File: src/rtl/cfglut_pkg.sv
// cfglut_pkg: shared FSM state type and sizes for the CFGLUT5 reconfiguration loader
package cfglut_pkg;
    localparam int LUT_BITS = 32;
    localparam int CNT_W    = 5;
    typedef enum logic [1:0] {IDLE, SHIFT, RESP} state_t;
endpackage

File: src/rtl/cfglut_shifter.sv
// cfglut_shifter: serialises new INIT contents MSB first while capturing the old contents from CDO
module cfglut_shifter
    import cfglut_pkg::*;
(
    input  logic                clk,
    input  logic                rst_n,
    input  logic                load,
    input  logic                clr,
    input  logic                shift,
    input  logic [LUT_BITS-1:0] init,
    input  logic                cdo,
    output logic                cdi,
    output logic                last,
    output logic [LUT_BITS-1:0] old
);
    logic [LUT_BITS-1:0] sr_q, sr_d, cap_q, cap_d;
    logic [CNT_W-1:0]    cnt_q, cnt_d;

    always_comb begin
        sr_d  = load ? init : shift ? {sr_q[LUT_BITS-2:0], 1'b0} : sr_q;
        cap_d = clr ? '0 : shift ? {cap_q[LUT_BITS-2:0], cdo} : cap_q;
        cnt_d = load ? '0 : shift ? cnt_q + 1'b1 : cnt_q;
    end

    always_ff @(posedge clk or negedge rst_n) begin
        if (!rst_n) begin
            sr_q  <= '0;
            cap_q <= '0;
            cnt_q <= '0;
        end else begin
            sr_q  <= sr_d;
            cap_q <= cap_d;
            cnt_q <= cnt_d;
        end
    end

    assign cdi  = sr_q[LUT_BITS-1];
    assign last = cnt_q == CNT_W'(LUT_BITS - 1);
    assign old  = cap_q;
endmodule

File: src/rtl/cfglut_loader.sv
// cfglut_loader: request/response front end that reloads one of NUM_LUT CFGLUT5 primitives
// and returns the contents it replaced.
module cfglut_loader
    import cfglut_pkg::*;
#(
    parameter int NUM_LUT = 4,
    parameter int IDX_W   = 2
) (
    input  logic                clk,
    input  logic                rst_n,
    input  logic                req_valid,
    output logic                req_ready,
    input  logic [IDX_W-1:0]    req_idx,
    input  logic [LUT_BITS-1:0] req_init,
    output logic                rsp_valid,
    input  logic                rsp_ready,
    output logic [LUT_BITS-1:0] rsp_old,
    output logic                rsp_err,
    output logic [NUM_LUT-1:0]  lut_ce,
    output logic                lut_cdi,
    input  logic [NUM_LUT-1:0]  lut_cdo,
    output logic [NUM_LUT-1:0]  lut_busy
);
    state_t           state_q, state_d;
    logic [IDX_W-1:0] idx_q, idx_d;
    logic             err_q, err_d, rdy_q;
    logic             accept, bad_idx, shifting, last, cdi_raw;

    // rdy_q keeps req_ready low through reset and for no longer than the first edge after it
    assign req_ready = rdy_q && state_q == IDLE;
    assign accept    = req_valid && req_ready;
    assign bad_idx   = 32'(req_idx) >= NUM_LUT;
    assign shifting  = state_q == SHIFT;

    always_comb begin
        state_d = state_q;
        idx_d   = idx_q;
        err_d   = err_q;
        if (accept) begin
            state_d = bad_idx ? RESP : SHIFT;
            idx_d   = bad_idx ? idx_q : req_idx;
            err_d   = bad_idx;
        end else if (shifting && last) begin
            state_d = RESP;
        end else if (state_q == RESP && rsp_ready) begin
            state_d = IDLE;
        end
    end

    always_ff @(posedge clk or negedge rst_n) begin
        if (!rst_n) begin
            state_q <= IDLE;
            idx_q   <= '0;
            err_q   <= 1'b0;
            rdy_q   <= 1'b0;
        end else begin
            state_q <= state_d;
            idx_q   <= idx_d;
            err_q   <= err_d;
            rdy_q   <= 1'b1;
        end
    end

    cfglut_shifter u_shifter (
        .clk   (clk),
        .rst_n (rst_n),
        .load  (accept && !bad_idx),
        .clr   (accept),
        .shift (shifting),
        .init  (req_init),
        .cdo   (lut_cdo[idx_q]),
        .cdi   (cdi_raw),
        .last  (last),
        .old   (rsp_old)
    );

    assign lut_ce    = shifting ? NUM_LUT'(1) << idx_q : '0;
    assign lut_busy  = lut_ce;
    assign lut_cdi   = shifting && cdi_raw;
    assign rsp_valid = state_q == RESP;
    assign rsp_err   = err_q;
endmodule

File: config.mk
export PLATFORM = sky130hd
export DESIGN_NAME = cfglut_loader
export DESIGN_NICKNAME = d
export VERILOG_FILES = /design/src/rtl/cfglut_pkg.sv /design/src/rtl/cfglut_shifter.sv /design/src/rtl/cfglut_loader.sv
export SDC_FILE = /design/constraint.sdc
export NUM_CORES = 1
export LEC_CHECK = 0
export BUFFER_PORTS_ARGS = -buffer_cell sky130_fd_sc_hd__buf_4
export CORE_ASPECT_RATIO = 0.7
export CORE_MARGIN = 3
export CORE_UTILIZATION = 25
export DETAILED_ROUTE_END_ITERATION = 16
export GPL_TIMING_DRIVEN = 0
export HOLD_SLACK_MARGIN = 0.05
export SLEW_MARGIN = 20
export SYNTH_ARGS = -nofsm -noshare
export SYNTH_HDL_FRONTEND = slang
export SYNTH_SLANG_ARGS = --single-unit
File: constraint.sdc
create_clock -name clk -period 1.53 [get_ports clk]
set_clock_uncertainty 0.15 [all_clocks]
set_input_delay 0.2295 -clock clk [delete_from_list [all_inputs] [get_ports clk]]
set_output_delay 0.2295 -clock clk [all_outputs]
set_load 0.01 [all_outputs]
# Yosys cells after proc, flatten, opt, wreduce, memory -nomap -nowiden
# Cells that the tools add are included.
totals:
  input_bits: 42
  wordCells: 32
  ff_bits: 74
op_classes:
  n_eq_ne: 3
  reduce_logical: 8
  magnitude_cmp: 1
  muxes: 12
  shift: 1
  n_addsub: 1
ops:
  columns: ["operator", "count"]
  rows:
  - ["$mux 32", 4]
  - ["$mux 5", 2]
  - ["$mux 2", 3]
  - ["$add 5x1->5 const B", 1]
  - ["$eq 5x5->1 const B", 1]
  - ["$logic_and 1x1->1", 5]
  - ["$mux 4", 1]
  - ["$shl 1x2->4 const A", 1]
  - ["$lt 2x3->1 const B", 1]
  - ["$reduce_bool 3->1", 1]
  - ["$bmux 1 s2", 1]
  - ["$eq 2x1->1 const B", 1]
  - ["$eq 2x2->1 const B", 1]
  - ["$logic_not 2->1", 1]
  - ["$reduce_bool 2->1", 1]
  - ["$mux 1", 1]

# Depth between registers and ports, before layout
logic_depth:
  word_depth: 5
  depth_mapped: 7

# Modules after synthesis
# A second synthesis with hierarchy kept.
hier_totals:
  hier_cells: 293
  area_unflattened_um2: 3350.7
by_module_without_submodules:
  columns: ["mod", "instances", "area_per_inst_um2", "cells_each", "seq_area_each_um2"]
  rows:
  - ["cfglut_shifter", 1, 3027.9, 264, 1726.7]
  - ["cfglut_loader", 1, 322.8, 29, 125.1]

# Worst setup path before layout
# No wires, ideal clock.
synth_path:
  kind: "reg2out"
  start: "register state_q[0]"
  end: "output lut_ce[1]"
  stages_incl_launch_ff: 8
  t_required_ns: 1.150
  slack_ns: -0.261
  arrival_time_ns: 1.411
  path_cell_list: "dfrtp_1 > nor2b_1 > buf_2 > buf_4 > buf_4 > nand2_1 > nor2_1 > buf_4"
synth_via:
  elab_chain_cells: 2
synth_rtl:
  columns: ["element", "line", "rtl"]
  rows:
  - ["start: declaration", "cfglut_loader.sv:24", "state_t state_q, state_d;"]
  - ["start signal: assignment", "cfglut_loader.sv:57", "state_q <= state_d;"]
  - ["$eq 2x1->1", "cfglut_loader.sv:33", "assign shifting = state_q == SHIFT;"]
  - ["$mux 4", "cfglut_loader.sv:77", "assign lut_ce = shifting ? NUM_LUT'(1) << idx_q : '0;"]
  - ["end: declaration", "cfglut_loader.sv:19", "output logic [NUM_LUT-1:0] lut_ce,"]
# Every way passes these cells.

# Worst setup path in the final report
layout_path:
  start: "register state_q[1]"
  end: "output lut_ce[2]"
# Same word-level chain as after synthesis.

==> impl_metrics.ini <==
[status]
status = finished, violations left
violations = setup timing

[synth]
synth-xor-area-share_pct = 0.2711
yosysTopAreaCell = dfrtp_1
yosysMostFrequentCell = dfrtp_1
yosysWarningCount = 0
ys_seq_elements = 74
ys_async_sr_fraction_pct = 100.0
yosys-top-cells-area = dfrtp_1 57%, nand2_1 8.5%, a22o_1 8.1%
synth_edf_count = 0
synth-simple-area-share_pct = 11.58
synth-adder-area-share_pct = 0.7746
synth_top_area_share_pct = 57.32
ys.flop_type = dfrtp_1
avgSynthCellArea_um2 = 10.66
ys_seq_area_share_pct = 57.32
syn-num-nets = 347
synth_mux_area_share_pct = 2.285
synth_top_family_by_area = compound AO/OA/AOI/OAI gates
netlist-cell-type-count = 31
synth_area_um2 = 3231
synth_compound_area_share_pct = 21.53
yosys-top-cells-count = 74 x dfrtp_1, 73 x nand2_1, 34 x o21ai_0, 31 x a21o_1, 30 x a22o_1
syn_inst = 303

[worst_setup_path]
cp.required_ns = 1.15
worst_r2r_endpoint = u_shifter.sr_q[19]
setup.worst_path.start = state_q[1]
critical_path_class = flop to output port
cp_slowest_cell = dfrtp_2
crit_top_cell = buf_4
ff2ff_setup_slack_ns = -0.27
critPathLaunchType = flop
path_cells = nand2b_1, clkbuf_8, nor3b_4, buf_4, buf_4
cp_max_fo = 4
cpPeakStageDelay_ns = 0.42
worstSetupEndpoint = lut_ce[2]
endpoint_kind = output port
arrival_ns = 1.57
r2r-start = state_q[1]
r2r_cells = 7

[floorplan]
die_y_um = 101.1
start_util_pct = 25.83
ios = 86
die-area_um2 = 14340
core_um2 = 12510
rows = 34
die_w_um = 141.9

[place]
place.gp.congestion = 0.7508
dp_hpwl_mm = 5.903
placed_area_um2 = 4104
pre_cts_ws_ns = -0.3523
io_buffers = 84

[clock_tree]
clockBufferDepth = 2
cts_tree = done
cts.clk_slew.worst_paths_ns = 0.06
cts_buffers = 9
clk_latency_ns = 0.33
h-tree-depth = 3
numClockSinks = 74
cts-root-buf = clkbuf_16

[global_route]
grt_pass1_vias = 2760
grt_overflow = 0
grt_pass1_wl_mm = 14.81
grt.total_usage_pct = 13.37
antenna_found_initial = 0
grt_max_degree = 75

[power_and_ir_drop]
combPwrFrac_pct = 38.7
seqPwrFrac_pct = 37.9
intPower_mw = 5.849
swShare_pct = 32.73
power_density_nw_per_um2 = 1683
p_leak_nw = 2.657
pwr-share-clk_pct = 23.4
power_switching_mw = 2.845
ir_worst_vdd_mv = 0.7241

[timing]
fin_crit_ns = 1.954
setup_slack_ns = -0.4244
slew_violations = 0
finalCritPeriodShare_pct = 127.7
rsz0062_at_grt = true
setup_viol = 78
hold_viol_final = 0
tightest_slew_ns = 0.7086
max_slew_margin_pct = 52.76
fmax_ghz = 0.5117

[route]
vias_per_cell = 4.504
routed_wl_mm = 9.512
drcViolationCount = 0
antenna_left = 0
dr.pass1.iters = 4
avgRoutedWirePerCell_um = 15.42
vias = 2779
drt_iter0_drc = 142

[cells_and_area]
antenna_cells = 0
nFillCells = 1240
postLayoutCoreUtil_pct = 41.30
drive_gt1_share_pct = 36.48
final_cell_area_um2 = 5165
finalNetCount = 495
area_growth_pct = 59.88

[flow_run]
drv_cap = 0

[worst_hold_path]
hold_class = input port to flop
==> layout make-up <==
type,count,area (um2),share of cell area [%]
Sequential cell,74,1854,35.90
Timing Repair Buffer,137,1255,24.30
Multi-Input combinational cell,200,1236,23.93
Buffer,28,320.3,6.202
Clock buffer,13,280.3,5.426
Tap cell,162,202.7,3.924
Clock inverter,2,10.01,0.1938
Inverter,1,6.256,0.1211
==> state kept, by name (all words and copies together) (netlist names) <==
register,flops
rdy_q,1
state_q,2
idx_q,2
u_shifter.old,32
u_shifter.sr_q,32
u_shifter.cnt_q,5
==> worst max-delay path, delay by kind of cell, from the launching register on <==
family / cells / cell delay, ns
buf+inv: 3 / 0.42
flops: 1 / 0.42
simple gates: 2 / 0.39
==> power groups by stage <==
stage,combinational (mW),clock (mW),sequential (mW)
final,3.36,2.03,3.30
after global routing,3.69,2.16,3.40
after CTS,3.17,2.10,3.30
after detailed placement,2.66,0,3.33
after global placement,2.59,0,3.29
after floorplan,1.47,0,3.32
==> stage by stage <==
step / power, mW / setup TNS [ns] / cells / hold slack [ns]
floorplan: 4.799 / -0.1681 / 303 / -0.2161
global placement: 5.881 / -9.695 / 549 / 0.2772
detailed placement: 5.991 / -11.70 / 549 / 0.2702
CTS: 8.571 / -15.17 / 612 / 0.05090
global route: 9.255 / -23.62 / 617 / 0.06937
finish: 8.694 / -16.35 / 617 / 0.06310
==> worst min-delay path by stage <==
stage                     depth (start not counted)            endpoint  slack, ns    startpoint
after global placement                            2          state_q[1]       0.28     rsp_ready
after floorplan                                   0            idx_q[0]      -0.22         rst_n
after detailed placement                          2          state_q[1]       0.27     rsp_ready
final                                             3  u_shifter.sr_q[25]       0.06  req_init[25]
after global routing                              3  u_shifter.sr_q[25]       0.07  req_init[25]
after CTS                                         3  u_shifter.sr_q[25]       0.05  req_init[25]
==> kinds of logic after synthesis <==
family	Yosys count
DFF	74
muxes	5
xor gates and xnor gates	1
adders and majority gates	2
AOI/OAI and AO/OA	101
and+or+nand+nor	89
buffers and inverters	29
other	2
==> repair_timing <==
action	4_1_cts	5_1_grt
hold buffers	30	0
setup buffers	12	2
setup endpoints to repair	78	154
gates resized for setup	52	22
hold endpoints to repair	103	0
pin swaps	2	2
gates cloned	6	3
==> cells in the final DEF, fill, tap and decap left out, types with 2 or more instances in the layout <==
cell           instances
nor2_4                 2
dfrtp_2                2
a22o_1                30
clkbuf_8               7
dlygate4sd3_1         30
mux2_4                 2
nand2_1               72
dfrtp_1               72
buf_8                  8
conb_1                 2
clkbuf_16             12
o21ai_1               15
buf_6                 22
o21ai_0               24
buf_4                 96
clkinv_2               2
a21o_1                31
bufbuf_16              2
ha_1                   2
==> metal layers <==
| layer | share of wire [%] | vias up | track usage (%) |
|---|---|---|---|
| met5 | 0 | - | 0 |
| met4 | 1.1 | 0 | 3.761 |
| met2 | 42 | 74 | 20.14 |
| met3 | 5.4 | 9 | 4.125 |
| met1 | 51 | 1355 | 18.71 |
| li1 | - | 1341 | - |
Power figures use the tool's default switching activity.
